File: config.mk
export PLATFORM = sky130hd
export DESIGN_NAME = ps2_scancode_decoder
export DESIGN_NICKNAME = d
export VERILOG_FILES = /design/src/rtl/ps2_scancode_decoder.sv
export SDC_FILE = /design/constraint.sdc
export NUM_CORES = 1
export LEC_CHECK = 0
export BUFFER_PORTS_ARGS = -buffer_cell sky130_fd_sc_hd__clkbuf_2
export CAP_MARGIN = 20
export CORE_ASPECT_RATIO = 1.1
export CORE_MARGIN = 2
export CORE_UTILIZATION = 45
export CTS_BUF_LIST = sky130_fd_sc_hd__clkbuf_4 sky130_fd_sc_hd__clkbuf_8 sky130_fd_sc_hd__clkbuf_16
export DETAILED_ROUTE_END_ITERATION = 6
export GPL_ROUTABILITY_DRIVEN = 0
export SYNTH_ARGS = -nofsm -noshare
export SYNTH_HDL_FRONTEND = slang
export SYNTH_SLANG_ARGS = --single-unit
export TNS_END_PERCENT = 100
File: constraint.sdc
create_clock -name clk_i -period 3.4 [get_ports clk_i]
set_input_delay 0.34 -clock clk_i [delete_from_list [all_inputs] [get_ports clk_i]]
set_output_delay 0.34 -clock clk_i [all_outputs]
set_load 0.01 [all_outputs]
File: src/rtl/ps2_scancode_decoder.sv
// ps2_scancode_decoder
//   Folds PS/2 Set-2 prefix sequences (E0 extended, F0 break, E1 pause) into
//   16-bit key events and queues them in a circular FIFO drained by the CPU
//   side with a valid/ready handshake. Device status bytes are diverted to a
//   separate status port.
//
// Ports
//   clk_i, reset_i         single clock, synchronous active-high reset
//   byte_i, byte_valid_i   received scan code byte and its one-cycle strobe
//   byte_error_i           parity/framing error, qualified by byte_valid_i
//   event_o                FIFO head {break, extended, 6'b0, code}; 0 when empty
//   event_valid_o          FIFO non-empty
//   event_ready_i          pops the head when event_valid_o is high
//   status_o/_valid_o      last status byte and its one-cycle update pulse
//   overflow_o             sticky dropped-event flag, cleared by overflow_clear_i
//   error_count_o          saturating count of errored bytes
module ps2_scancode_decoder #(
  parameter int unsigned FIFO_DEPTH = 8
) (
  input  logic        clk_i,
  input  logic        reset_i,
  input  logic [7:0]  byte_i,
  input  logic        byte_valid_i,
  input  logic        byte_error_i,
  output logic [15:0] event_o,
  output logic        event_valid_o,
  input  logic        event_ready_i,
  output logic [7:0]  status_o,
  output logic        status_valid_o,
  output logic        overflow_o,
  input  logic        overflow_clear_i,
  output logic [7:0]  error_count_o
);

  localparam int unsigned AW = $clog2(FIFO_DEPTH);
  localparam logic [AW:0] PTR_ONE = 1;

  typedef enum logic [2:0] {
    S_IDLE,
    S_EXT,
    S_BRK,
    S_EXT_BRK,
    S_PAUSE
  } state_t;

  state_t      state;
  logic [2:0]  skip_cnt;

  logic [15:0] mem [FIFO_DEPTH];
  logic [AW:0] wr_ptr;
  logic [AW:0] rd_ptr;

  logic        good_byte;
  logic        bad_byte;
  logic        is_status;
  logic        push_req;
  logic [15:0] push_data;
  logic        full;
  logic        empty;
  logic        pop;
  logic        wr_en;

  assign good_byte = byte_valid_i && !byte_error_i;
  assign bad_byte  = byte_valid_i && byte_error_i;

  always_comb begin
    is_status = 1'b0;
    case (byte_i)
      8'hAA, 8'hFA, 8'hEE, 8'hFE, 8'hFC, 8'h00, 8'hFF: is_status = 1'b1;
      default: is_status = 1'b0;
    endcase
  end

  // Event decode for the current byte; the FSM below only tracks prefixes.
  always_comb begin
    push_req  = 1'b0;
    push_data = '0;
    if (good_byte) begin
      case (state)
        S_IDLE: begin
          if (byte_i != 8'hE0 && byte_i != 8'hF0 && byte_i != 8'hE1 && !is_status) begin
            push_req  = 1'b1;
            push_data = {8'h00, byte_i};
          end
        end
        S_EXT: begin
          if (byte_i != 8'hF0 && byte_i != 8'hE0) begin
            push_req  = 1'b1;
            push_data = {8'h40, byte_i};
          end
        end
        S_BRK: begin
          push_req  = 1'b1;
          push_data = {8'h80, byte_i};
        end
        S_EXT_BRK: begin
          push_req  = 1'b1;
          push_data = {8'hC0, byte_i};
        end
        S_PAUSE: begin
          // Seventh byte after E1 closes the pause sequence.
          if (skip_cnt <= 3'd1) begin
            push_req  = 1'b1;
            push_data = 16'h00E1;
          end
        end
        default: begin
          push_req  = 1'b0;
          push_data = '0;
        end
      endcase
    end
  end

  always_ff @(posedge clk_i) begin
    if (reset_i) begin
      state          <= S_IDLE;
      skip_cnt       <= '0;
      status_o       <= '0;
      status_valid_o <= 1'b0;
      error_count_o  <= '0;
    end else begin
      status_valid_o <= 1'b0;
      if (bad_byte) begin
        state    <= S_IDLE;
        skip_cnt <= '0;
        if (error_count_o != 8'hFF) error_count_o <= error_count_o + 8'd1;
      end else if (good_byte) begin
        case (state)
          S_IDLE: begin
            if (byte_i == 8'hE0) begin
              state <= S_EXT;
            end else if (byte_i == 8'hF0) begin
              state <= S_BRK;
            end else if (byte_i == 8'hE1) begin
              state    <= S_PAUSE;
              skip_cnt <= 3'd7;
            end else if (is_status) begin
              status_o       <= byte_i;
              status_valid_o <= 1'b1;
            end
          end
          S_EXT: begin
            if (byte_i == 8'hF0) state <= S_EXT_BRK;
            else if (byte_i != 8'hE0) state <= S_IDLE;
          end
          S_BRK, S_EXT_BRK: state <= S_IDLE;
          S_PAUSE: begin
            if (skip_cnt <= 3'd1) begin
              state    <= S_IDLE;
              skip_cnt <= '0;
            end else begin
              skip_cnt <= skip_cnt - 3'd1;
            end
          end
          default: state <= S_IDLE;
        endcase
      end
    end
  end

  assign empty = (wr_ptr == rd_ptr);
  assign full  = (wr_ptr[AW] != rd_ptr[AW]) && (wr_ptr[AW-1:0] == rd_ptr[AW-1:0]);
  assign pop   = !empty && event_ready_i;
  // A pop in the same cycle frees the slot, so a push while full still lands.
  assign wr_en = push_req && (!full || pop);

  assign event_valid_o = !empty;
  assign event_o       = empty ? '0 : mem[rd_ptr[AW-1:0]];

  always_ff @(posedge clk_i) begin
    if (wr_en) mem[wr_ptr[AW-1:0]] <= push_data;
  end

  always_ff @(posedge clk_i) begin
    if (reset_i) begin
      wr_ptr     <= '0;
      rd_ptr     <= '0;
      overflow_o <= 1'b0;
    end else begin
      if (wr_en) wr_ptr <= wr_ptr + PTR_ONE;
      if (pop)   rd_ptr <= rd_ptr + PTR_ONE;
      if (push_req && !wr_en) overflow_o <= 1'b1;
      else if (overflow_clear_i) overflow_o <= 1'b0;
    end
  end

endmodule
Word level (Yosys, flattened, before mapping). Memory sizes are Yosys's and may differ from the RTL's. A register that Yosys moved wholly into a read port is not among the register bits. Cells that the tools add are included.

Bits in registers: 32. RAM bits: 128. Logic and storage cells: 104. Memories: 1.

Memories: mem (words 8, width 16, read ports 1, clocked after Yosys merged registers in 1, wr ports 1, line 49) `logic [15:0] mem [FIFO_DEPTH];`.

$add $sub $neg: 4. Magnitude comparators: 1. Eq/ne operators: 26. Multiplexer cells: 31. Bitwise gates (word level): 6. Reductions and logical operators: 27.

Operators by type and width (count): $pmux 16 s5 (1); $eq 8x8->1 const B (9); $mux 3 (12); $mux 16 (2); $ne 8x8->1 const B (4); $mux 8 (2); $mux 15 (1); $reduce_or 7->1 (2); $mux 1 (10); $logic_and 1x1->1 (9); $pmux 3 s3 (1); $add 4x1->4 const B (2); $add 8x1->8 const B (1); $logic_not 8->1 (1); $ne 2x2->1 const B (4); $reduce_and 7->1 (1); $eq 3x2->1 const B (2); $not 1->1 (6); $pmux 3 s2 (1); $logic_not 1->1 (5); $reduce_and 5->1 (1); $eq 4x4->1 (1); $ne 4x4->1 const B (1); $pmux 1 s4 (1); other kinds (13) (15).

Logic depth before layout (Yosys ltp). Gate-level depths: netlist (run 1).

Word-level depth: 12. Depth in mapped cells: 8.

Least setup slack after synthesis (run 1). OpenSTA, ideal clock, no wires.

Kind: reg-to-reg. Start: register state[2]. End: memory mem[1][0], enable pin. Library setup time: 0.390 ns. Arrival: 2.391 ns. Required time: 3.010 ns. Slack: 0.619 ns. Stages on the path, launching flop included: 8. Buffers on the path: 1. Period minus slack after synthesis: 2.781 ns. Path through: dfxtp_1 buf_2 nor3b_1 nand3_1 a31oi_1 a22oi_4 or2_2 nor3_1.

Word-level cells in the longest chain between the ends: 7. Elaborated cells between the ends (all ways): 11. Those cells by class: 4 x eq/ne; 4 x mux; 3 x reduce/logical.

Ends and longest elaborated chain: start, declared (line 46) `state_t state;`; start signal, assigned (line 117) `state <= S_IDLE;`; start signal, assigned (line 125) `state <= S_IDLE;`; start signal, assigned (line 132) `state <= S_EXT;`; $eq 3x2->1 (line 79) `case (state)`; $reduce_or 2->1 (no line); $pmux 1 s4 (*) (line 79); $mux 1 (*) (line 78) `if (good_byte) begin`; $logic_and 1x1->1 (*) (line 166) `assign wr_en = push_req && (!full || pop);`; $mux 1 (*) (line 172) `if (wr_en) mem[wr_ptr[AW-1:0]] <= push_data;`; $mux 1 (not written as such) (*) (line 172); end, declared (line 49).

Mark *: on every way between the ends. The rest lies on a longest branch, timed or not.

Worst setup path after layout (run 1).
Start: register state[2]. End: memory mem[4][14], enable pin.

The elaborated chain is that of the path after synthesis.

==> metrics.md, run 1 <==
| Metric | Value |
|---|---|
| Post-route antenna net violation count | 0 |
| Outcome | completed |
| Gr usage total | 17.36% |
| WP data required | 3420 ps |
| Worst setup path class | reg -> reg |
| I/O Pins | 49 |
| Crit-path leading delay family | simple AND/OR/NAND/NOR gates |
| Cts bufs inserted | 17 |
| Post-Syn Instances | 362 |
| Initial core utilization | 45.82% |
| Period utilization | 88.36% |
| First-pass GRT wire length | 15660 um |
| Post-Syn Area per Cell | 13.68 sq um |
| Largest area contributor in the netlist | edfxtp_1 |
| Worst setup EP type | flop |
| Largest net degree at the start of global routing | 29 |
| Number of synthesized flops with an enable pin | 80 |
| Commonest non-fill, non-tap cell in the layout | edfxtp_1 |
| Core Box Area | 10810 sq um |
| Worst-case clock buffer depth | 2 |
| Nets | 435 |
| Buffers on Ports | 42 |
| Setup WS pre-CTS | 388.6 ps |
| Slew headroom | 33.15% |
| Ys async rst share | 0% |
| CP Max Fanout | 10 |
| Synth top area share | 48.50% |
| Antenna fix cells | 0 |
| Setup violations, final | 0 |
| Worst IR Drop VDD | 0.3175 mV |
| Drt drc | 0 |
| Post-route setup TNS | 0 ps |
| Unrepaired setup endpoints after global routing | false |
| Tmin final | 3004 ps |
| Non-Filler Instances | 574 |
| Final Skew | 10.85 ps |
| CTS resizes | 0 |
| Fmax | 332.9 MHz |
| # rows | 40 |
| Post-CTS Repair Setup Buffers | 0 |
| Power per Cell Area | 597.1 nW/um^2 |
| Synth Cell Area | 4954 sq um |
| Hold Fails Final Rpt | 0 |
| Die width | 104.0 um |
| Final Max Tran Viols | 0 |
| P&R area growth vs syn | 19.20% |
| Die extent in y | 114.0 um |
| CP cell instances | nor3b_1 > nand3_1 > a31oi_1 > a22oi_4 > nand2b_1 > nor2_1 |
| Clock Root Buffer | clkbuf_16 |
| Slowest library cell on the worst path | nor2_1 |
| Die area | 11860 sq um |
| Worst hold path type | in -> reg |
| Most frequent cells in the layout | 80 x edfxtp_1, 44 x nor2_1, 42 x clkbuf_2, 35 x dfxtp_1 |
| Area contributors post-synth | edfxtp_1 48%, dfxtp_1 14%, mux4_2 9.1% |
| CTS tree | yes |
| HPWL after DPL | 6488 um |
| Worst Tran Pin Value | 1001 ps |
| WL final | 9516 um |
| Vias in the first global route | 3031 |
| CP Buf/Inv Count | 0 |
| Clk_lat worst skew | 410 ps |
| Hold Slack | 212.6 ps |
| Arr. time, crit path | 3030 ps |
| Sequential fraction of the synthesis area | 62.64% |
| Top_reg_cell synth | edfxtp_1 |
| Cts hold-fix bufs | 0 |
| Detailed Route Iter0 Violations | 144 |
| Yosys warning count | 0 |
| Clk slew on worst S/H paths | 50 ps |
| Synth cell types | 52 |
| Share of cells above drive strength 1 | 24.82% |
| Dpl cells | 544 |
| Num Clock Sinks | 115 |
| Vias per inst | 5.230 |
| H-tree Lvls | 4 |
| DR pass1 iterations | 4 |
| Setup WS post-layout | 395.7 ps |
| Max cap viols | 0 |
| Wirelength per Cell | 16.58 um |
| Register bit total from synthesis | 115 |
| Crit path launch type | flop |
| Total gr overflow | 0 |
| DR vias | 3002 |
| Initial antenna violation count | 0 |
| Slowest stage delay, CP | 760 ps |
| Leakage power | 0.002146 uW |
per-stage QoR:
stage          util, %  power (uW)  cell area, sq um
6_report         54.62        3526              5904
2_1_floorplan        -        1750              4972
5_1_grt          54.62        3654              5904
4_1_cts          54.62        3565              5904
3_3_place_gp     49.26        1833              5325
3_5_place_dp     49.26        1837              5325
path summary, 6_finish.rpt:
path | from | to | slack, ps | cells past startpoint
worst max-delay path | state[2]$_SDFFE_PP0P_ | mem[4][14]$_DFFE_PP_ | 400 | 6
worst max register to register | state[2]$_SDFFE_PP0P_ | mem[4][14]$_DFFE_PP_ | 400 | 6
worst min-delay path | overflow_clear_i | overflow_o$_SDFFE_PP0P_ | 210 | 4
worst min register to register | status_o[3]$_SDFFE_PP0P_ | status_o[3]$_SDFFE_PP0P_ | 460 | 2
power breakdown:
| group | internal (uW) | switching [uW] |
|---|---|---|
| registers | 1510 | 15.3 |
| logic | 120 | 156 |
| clock network | 1150 | 574 |
| total | 2780 | 744 |
worst reg2reg max path: stages (launching register included):
cell and delay, ps:
dfxtp_1 460, nor3b_1 460, nand3_1 200, a31oi_1 330
a22oi_4 170, nand2b_1 250, nor2_1 760
registers in the layout, summed over array words and instances, names as in the netlist, named ones only:
register        cells
mem                80
error_count_o       8
status_o            8
rd_ptr              4
wr_ptr              4
skip_cnt            3
state               3
overflow_o          1
status_valid_o      1
cells in the mapped netlist, drive strengths merged (2+ instances only):
cell / count
nor2b: 2
inv: 12
nor4: 2
nor3: 9
a21oi: 9
ha: 5
nor2: 44
or3: 6
or4: 4
mux2i: 20
dfxtp: 35
a21o: 2
nand4: 4
o21a: 3
edfxtp: 80
clkbuf: 10
o21ai: 9
a22oi: 2
nand2: 18
mux4: 20
xnor2: 2
xor2: 10
o31ai: 2
nand3b: 2
and2: 7
a221oi: 2
nand2b: 6
and3: 2
a211oi: 2
nand3: 7
buf: 10
cell families (layout without fill, tap and decap cells):
logic type	after synthesis	after routing	synth area share [%]
adder cells (fa/ha/maj)	5	5	1.263
buffers and inverters	32	92	2.955
XOR/XNOR	12	12	2.122
AND/OR/NAND/NOR	116	116	11.57
multiplexers	41	41	13.44
other	1	6	0.07570
AO/OA/AOI/OAI	40	40	5.936
flip-flops	115	115	62.64
area by class of cell:
cell class / count / area [sq um]
clock buffers: 19 / 440.4
clock inverters: 11 / 138.9
fillers: 930 / 4906
inverters: 12 / 45.04
multi-input cells: 220 / 1723
flip-flops and latches: 115 / 3103
well taps: 147 / 183.9
repair buffers: 50 / 270.3
routing by layer:
metal	vias up	track usage, %	wire length, um
met5	-	0	0
met4	0	7.297	148
met3	13	4.286	332
met2	67	27.76	4557
met1	1464	22.87	4478
li1	1458	-	-
Note: power is estimated with default switching activity, not from simulation.
==> run 2, diff against run 1 <==
--- a/config.mk
+++ b/config.mk
@@ -7,7 +7,7 @@
 export LEC_CHECK = 0
 export BUFFER_PORTS_ARGS = -buffer_cell sky130_fd_sc_hd__clkbuf_2
 export CAP_MARGIN = 20
-export CORE_ASPECT_RATIO = 1.1
+export CORE_ASPECT_RATIO = 0.9
 export CORE_MARGIN = 2
 export CORE_UTILIZATION = 45
 export CTS_BUF_LIST = sky130_fd_sc_hd__clkbuf_4 sky130_fd_sc_hd__clkbuf_8 sky130_fd_sc_hd__clkbuf_16
==> run 2 against run 1 <==
Effect of this change: hold slack better by 23 ps; largest power group unchanged; design area about the same; via count fell by 0.70%; clock skew down 1.1 ps; highest routed layer unchanged.
==> metrics.md, run 2 (synthesis results as in run 1) <==
| Metric | Value |
|---|---|
| Drt drc | 0 (unchanged) |
| Detailed Route Iter0 Violations | 228 (was 144) |
| Tmin final | 2958 ps (was 3004 ps) |
| Cts bufs inserted | 17 (unchanged) |
| CTS resizes | 0 (unchanged) |
| I/O Pins | 49 (unchanged) |
| Die extent in y | 103.5 um (was 114.0 um) |
| Num Clock Sinks | 115 (unchanged) |
| First-pass GRT wire length | 15950 um (was 15660 um) |
| Cts hold-fix bufs | 0 (unchanged) |
| DR pass1 iterations | 4 (unchanged) |
| Power consumption | 3616 uW (was 3526 uW) |
| Clk slew on worst S/H paths | 50 ps (about the same) |
| # rows | 36 (was 40) |
| Slew headroom | 32.71% (was 33.15%) |
| Arr. time, crit path | 2980 ps (was 3030 ps) |
| FILL cells | 890 (was 930) |
| Buffers on Ports | 42 (unchanged) |
| Die width | 114.6 um (was 104.0 um) |
| Initial core utilization | 46.01% (was 45.82%) |
| Vias in the first global route | 2893 (was 3031) |
| Core Box Area | 10770 sq um (was 10810 sq um) |
| H-tree Lvls | 4 (unchanged) |
| P&R area growth vs syn | 19.30% (was 19.20%) |
| Gr usage total | 17.97% (was 17.36%) |
| Crit path launch type | flop (unchanged) |
| Antenna fix cells | 0 (unchanged) |
| Leakage power | 0.002158 uW (was 0.002146 uW) |
| Total gr overflow | 0 (unchanged) |
| HPWL after DPL | 6591 um (was 6488 um) |
| Outcome | completed (unchanged) |
| Clk_lat worst skew | 400 ps (was 410 ps) |
| Initial antenna violation count | 0 (unchanged) |
| Period utilization | 86.99% (was 88.36%) |
| Post-CTS Repair Setup Buffers | 0 (unchanged) |
| Nets | 434 (was 435) |
| Worst setup path class | reg -> reg (unchanged) |
| WL final | 9951 um (was 9516 um) |
| Flop-to-flop setup slack | 440 ps (was 400 ps) |
| WHS Endpoint | overflow_o$_SDFFE_PP0P_ (unchanged) |
| R2R depth | 6 (unchanged) |
| Vias per inst | 5.314 (was 5.230) |
| Wirelength per Cell | 17.74 um (was 16.58 um) |
| Worst r2r src | state[2]$_SDFFE_PP0P_ (unchanged) |
| WHS Path Cells | 4 (unchanged) |
| Die area | 11860 sq um (about the same) |
| Power per Cell Area | 611.9 nW/um^2 (was 597.1 nW/um^2) |
| Max cap viols | 0 (unchanged) |
| Final Max Tran Viols | 0 (unchanged) |
| Setup violations, final | 0 (unchanged) |
| Commonest non-fill, non-tap cell in the layout | edfxtp_1 (unchanged) |
| WP data required | 3420 ps (about the same) |
| Worst Tran Pin Value | 1008 ps (was 1001 ps) |
| Unrepaired setup endpoints after global routing | false (unchanged) |
| Max reg flops | 80 (unchanged) |
| Largest net degree at the start of global routing | 29 (unchanged) |
| CTS tree | yes (unchanged) |
| Hold path start | overflow_clear_i (unchanged) |
| Hold Fails Final Rpt | 0 (unchanged) |
| Worst-case clock buffer depth | 2 (unchanged) |
| Post-route setup TNS | 0 ps (unchanged) |
| Worst hold path type | in -> reg (unchanged) |
| DR vias | 2981 (was 3002) |
| CP Max Fanout | 10 (unchanged) |
| Post-route antenna net violation count | 0 (unchanged) |
| Worst IR Drop VDD | 0.3342 mV (was 0.3175 mV) |
| Final Skew | 9.718 ps (was 10.85 ps) |
| Reg-to-Reg End | mem[6][7]$_DFFE_PP_ (was mem[4][14]$_DFFE_PP_) |
| Clock Root Buffer | clkbuf_16 (unchanged) |
| Fmax | 338.1 MHz (was 332.9 MHz) |
| Share of cells above drive strength 1 | 25.00% (was 24.82%) |
| Most frequent cells in the layout | 80 x edfxtp_1, 44 x nor2_1, 42 x clkbuf_2, 35 x dfxtp_1 (unchanged) |
| Worst setup EP type | flop (unchanged) |
## run 2: where the power goes
| group | leakage, uW | internal [uW] | switching (uW) | total, uW |
|---|---|---|---|---|
| Sequential | 0.00102 | 1510 | 15.7 | 1530 |
| Clock | 0.000293 | 1170 | 641 | 1810 |
| Combinational | 0.000843 | 120 | 161 | 281 |
| Total | 0.00216 | 2800 | 817 | 3620 |
## run 2: final cells by class
| cell class | instances | area (sq um) | area share, % |
|---|---|---|---|
| Multi-Input combinational cell | 220 | 1724 | 29.18 |
| Clock inverter | 14 | 175.2 | 2.964 |
| Sequential cell | 115 | 3103 | 52.51 |
| Inverter | 12 | 45.04 | 0.7622 |
| Timing Repair Buffer | 49 | 262.8 | 4.446 |
| Tap cell | 133 | 166.4 | 2.816 |
| Clock buffer | 18 | 432.9 | 7.326 |
## run 2: how the worst max path moves through the flow
stage	startpoint	endpoint	slack, ps	cells past startpoint
floorplan	state[2]$_SDFFE_PP0P_	mem[1][0]$_DFFE_PP_	620	7
global route	state[2]$_SDFFE_PP0P_	mem[4][2]$_DFFE_PP_	220	6
detailed placement	state[2]$_SDFFE_PP0P_	mem[6][1]$_DFFE_PP_	440	6
CTS	state[2]$_SDFFE_PP0P_	mem[6][7]$_DFFE_PP_	430	6
finish	state[2]$_SDFFE_PP0P_	mem[6][7]$_DFFE_PP_	440	6
global placement	state[2]$_SDFFE_PP0P_	mem[6][3]$_DFFE_PP_	570	6
## run 2: critical path, stage by stage, from the launching register on
cell      delay [ps]
dfxtp_1          470
nor3b_1          470
nand3_1          180
a31oi_1          320
a22oi_4          170
nand2b_1         240
nor2_1           720
## run 2: routing by layer
| layer | track usage, % | vias to the layer above | wire, um |
|---|---|---|---|
| met5 | 0 | - | 0 |
| met4 | 5.226 | 0 | 68 |
| met3 | 4.798 | 7 | 505 |
| met2 | 27.18 | 83 | 4809 |
| met1 | 25.63 | 1440 | 4567 |
| li1 | - | 1451 | - |
## run 2: metrics by stage
step           worst slack, ps  hold WS (ps)  utilization (%)  cell area, sq um  instances
6_report                 442.3         235.8            54.89              5909        561
5_1_grt                  219.9         241.5            54.89              5909        561
4_1_cts                  434.5         218.3            54.89              5909        561
3_5_place_dp             440.3         452.8            49.24              5301        529
3_3_place_gp             568.9         459.1            49.24              5301        529
2_1_floorplan            619.0         476.9                -              4972        367
==> run 3, diff against run 2 <==
--- a/config.mk
+++ b/config.mk
@@ -13,6 +13,7 @@
 export CTS_BUF_LIST = sky130_fd_sc_hd__clkbuf_4 sky130_fd_sc_hd__clkbuf_8 sky130_fd_sc_hd__clkbuf_16
 export DETAILED_ROUTE_END_ITERATION = 6
 export GPL_ROUTABILITY_DRIVEN = 0
+export PLACE_DENSITY = 0.7
 export SYNTH_ARGS = -nofsm -noshare
 export SYNTH_HDL_FRONTEND = slang
 export SYNTH_SLANG_ARGS = --single-unit
==> constraint.sdc (replaced) <==
create_clock -name clk_i -period 3.4 [get_ports clk_i]
set_input_delay 0.51 -clock clk_i [delete_from_list [all_inputs] [get_ports clk_i]]
set_output_delay 0.51 -clock clk_i [all_outputs]
set_load 0.01 [all_outputs]
==> run 3 against run 2 <==
Effect of this change: first-iteration DRC count is 4.8% higher; cell count is 0.18% higher; clock power is 7% higher; die area stayed put; design area is 0.68% higher; sequential cell count stayed put; highest routed layer unchanged.
==> metrics.md, run 3 (synthesis results as in run 1) <==
| Metric | Value |
|---|---|
| Outcome | completed (unchanged) |
| Cts bufs inserted | 17 (unchanged) |
| Worst hold path type | in -> reg (unchanged) |
| Crit path launch type | flop (unchanged) |
| Wirelength per Cell | 18.46 um (was 17.74 um) |
| Unrepaired setup endpoints after global routing | false (unchanged) |
| Period utilization | 86.10% (was 86.99%) |
| Slew headroom | 30.72% (was 32.71%) |
| CP Max Fanout | 10 (unchanged) |
| Core Box Area | 10770 sq um (unchanged) |
| Final instance area | 5949 sq um (was 5909 sq um) |
| First-pass GRT wire length | 16330 um (was 15950 um) |
| I/O Pins | 49 (unchanged) |
| Commonest non-fill, non-tap cell in the layout | edfxtp_1 (unchanged) |
| Clk slew on worst S/H paths | 50 ps (about the same) |
| CTS resizes | 0 (unchanged) |
| CP cell instances | nor3b_1 > buf_4 > nand3_1 > a31oi_1 > a22oi_4 > nand2b_1 > nor2_1 (was nor3b_1 > nand3_1 > a31oi_1 > a22oi_4 > nand2b_1 > nor2_1) |
| Slowest stage delay, CP | 830 ps (was 720 ps) |
| Slowest library cell on the worst path | nor2_1 (unchanged) |
| Nets | 434 (unchanged) |
| Worst setup path class | reg -> reg (unchanged) |
| CTS tree | yes (unchanged) |
| WP data required | 3420 ps (about the same) |
| Worst setup EP type | flop (unchanged) |
| Post-route setup TNS | 0 ps (unchanged) |
| Placed cell areas | 5300 sq um (was 5301 sq um) |
| Power consumption | 3738 uW (was 3616 uW) |
| Cts hold-fix bufs | 0 (unchanged) |
| Vias in the first global route | 3041 (was 2893) |
| Max cap viols | 0 (unchanged) |
| Num Clock Sinks | 115 (unchanged) |
| # rows | 36 (unchanged) |
| HPWL after DPL | 6892 um (was 6591 um) |
| CP Depth | 7 (was 6) |
| Worst Tran Pin Value | 1035 ps (was 1008 ps) |
| Buffers on Ports | 42 (unchanged) |
| CP Buf/Inv Count | 1 (was 0) |
| Fmax | 341.6 MHz (was 338.1 MHz) |
| Tmin final | 2928 ps (was 2958 ps) |
| Largest net degree at the start of global routing | 29 (unchanged) |
| Final Skew | 10.07 ps (was 9.718 ps) |
| Initial core utilization | 46.01% (unchanged) |
| DR vias | 3121 (was 2981) |
| Worst IR Drop VDD | 0.2895 mV (was 0.3342 mV) |
| WL final | 10370 um (was 9951 um) |
| Hold Fails Final Rpt | 0 (unchanged) |
| Die area | 11860 sq um (unchanged) |
| Detailed Route Iter0 Violations | 239 (was 228) |
| Initial antenna violation count | 1 (was 0) |
| Leakage power | 0.002170 uW (was 0.002158 uW) |
| H-tree Lvls | 4 (unchanged) |
| Clock Root Buffer | clkbuf_16 (unchanged) |
| Arr. time, crit path | 2950 ps (was 2980 ps) |
| Post-route antenna net violation count | 0 (unchanged) |
| Die extent in y | 103.5 um (unchanged) |
| R2R depth | 7 (was 6) |
| Total gr overflow | 0 (unchanged) |
| WHS Path Cells | 4 (unchanged) |
| Die width | 114.6 um (unchanged) |
| Crit-path leading delay family | simple AND/OR/NAND/NOR gates (unchanged) |
| DR pass1 iterations | 5 (was 4) |
| Drt drc | 0 (unchanged) |
| Post-CTS Repair Setup Buffers | 0 (unchanged) |
| Vias per inst | 5.553 (was 5.314) |
| Worst-case clock buffer depth | 2 (unchanged) |
| Setup violations, final | 0 (unchanged) |
| Non-Filler Instances | 562 (was 561) |
| Power per Cell Area | 628.2 nW/um^2 (was 611.9 nW/um^2) |
| Gr usage total | 18.54% (was 17.97%) |
| Dpl cells | 529 (unchanged) |
| Share of cells above drive strength 1 | 25.00% (unchanged) |
| P&R area growth vs syn | 20.11% (was 19.30%) |
| Most frequent cells in the layout | 80 x edfxtp_1, 44 x nor2_1, 42 x clkbuf_2, 35 x dfxtp_1 (unchanged) |
| Final Max Tran Viols | 0 (unchanged) |
| Clk_lat worst skew | 410 ps (was 400 ps) |
| Max reg flops | 80 (unchanged) |
[run 3: cell count changes in the layout (fill, tap and decap cells not counted)]
| cell | change |
|---|---|
| clkbuf_4 | +1 |
| clkinv_4 | -3 |
| inv_6 | -2 |
| bufinv_16 | +2 |
| diode_2 | +1 |
| clkinvlp_4 | +2 |
| a2111oi_1 | -1 |
| a2111oi_0 | +1 |
[run 3: final cells by class]
cell class	instances	area, sq um
Fill cell	846	4816
Sequential cell	115	3103
Multi-Input combinational cell	220	1723
Clock buffer	19	440.4
Timing Repair Buffer	49	262.8
Clock inverter	13	206.4
Tap cell	133	166.4
Inverter	12	45.04
Antenna cell	1	2.502
[run 3: layer usage]
layer | up-vias | share of wire (%) | global-route usage, % | routed length, um
met4 | 0 | 1.2 | 6.794 | 121
met3 | 12 | 7.4 | 4.798 | 772
met5 | - | 0 | 0 | 0
met2 | 131 | 49 | 29.12 | 5081
li1 | 1449 | - | - | -
met1 | 1529 | 42 | 24.89 | 4398
[run 3: worst paths after layout]
| kind | startpoint | slack [ps] | to |
|---|---|---|---|
| min | overflow_clear_i | 400 | overflow_o$_SDFFE_PP0P_ |
| max | state[2]$_SDFFE_PP0P_ | 470 | mem[4][15]$_DFFE_PP_ |
| max reg2reg | state[2]$_SDFFE_PP0P_ | 470 | mem[4][15]$_DFFE_PP_ |
| min reg2reg | status_o[5]$_SDFFE_PP0P_ | 460 | status_o[5]$_SDFFE_PP0P_ |
[run 3: power breakdown]
part           total (uW)  internal [uW]  switching (uW)
logic                 281            121             161
clock network        1930           1320             614
registers            1530           1510            15.8
[run 3: through the flow]
| step | hold slack, ps | setup WS (ps) | util (%) |
|---|---|---|---|
| 2_1_floorplan | 476.9 | 619.0 | - |
| 3_3_place_gp | 457.7 | 470.7 | 49.23 |
| 3_5_place_dp | 451.5 | 358.7 | 49.23 |
| 4_1_cts | 393.2 | 456.0 | 55.24 |
| 5_1_grt | 453.8 | 275.4 | 55.24 |
| 6_report | 399.7 | 472.5 | 55.27 |
[run 3: tightest hold or removal path: stages]
cell,delay [ps]
clkbuf_2,90
inv_1,50
a32oi_1,40
nor2_1,80
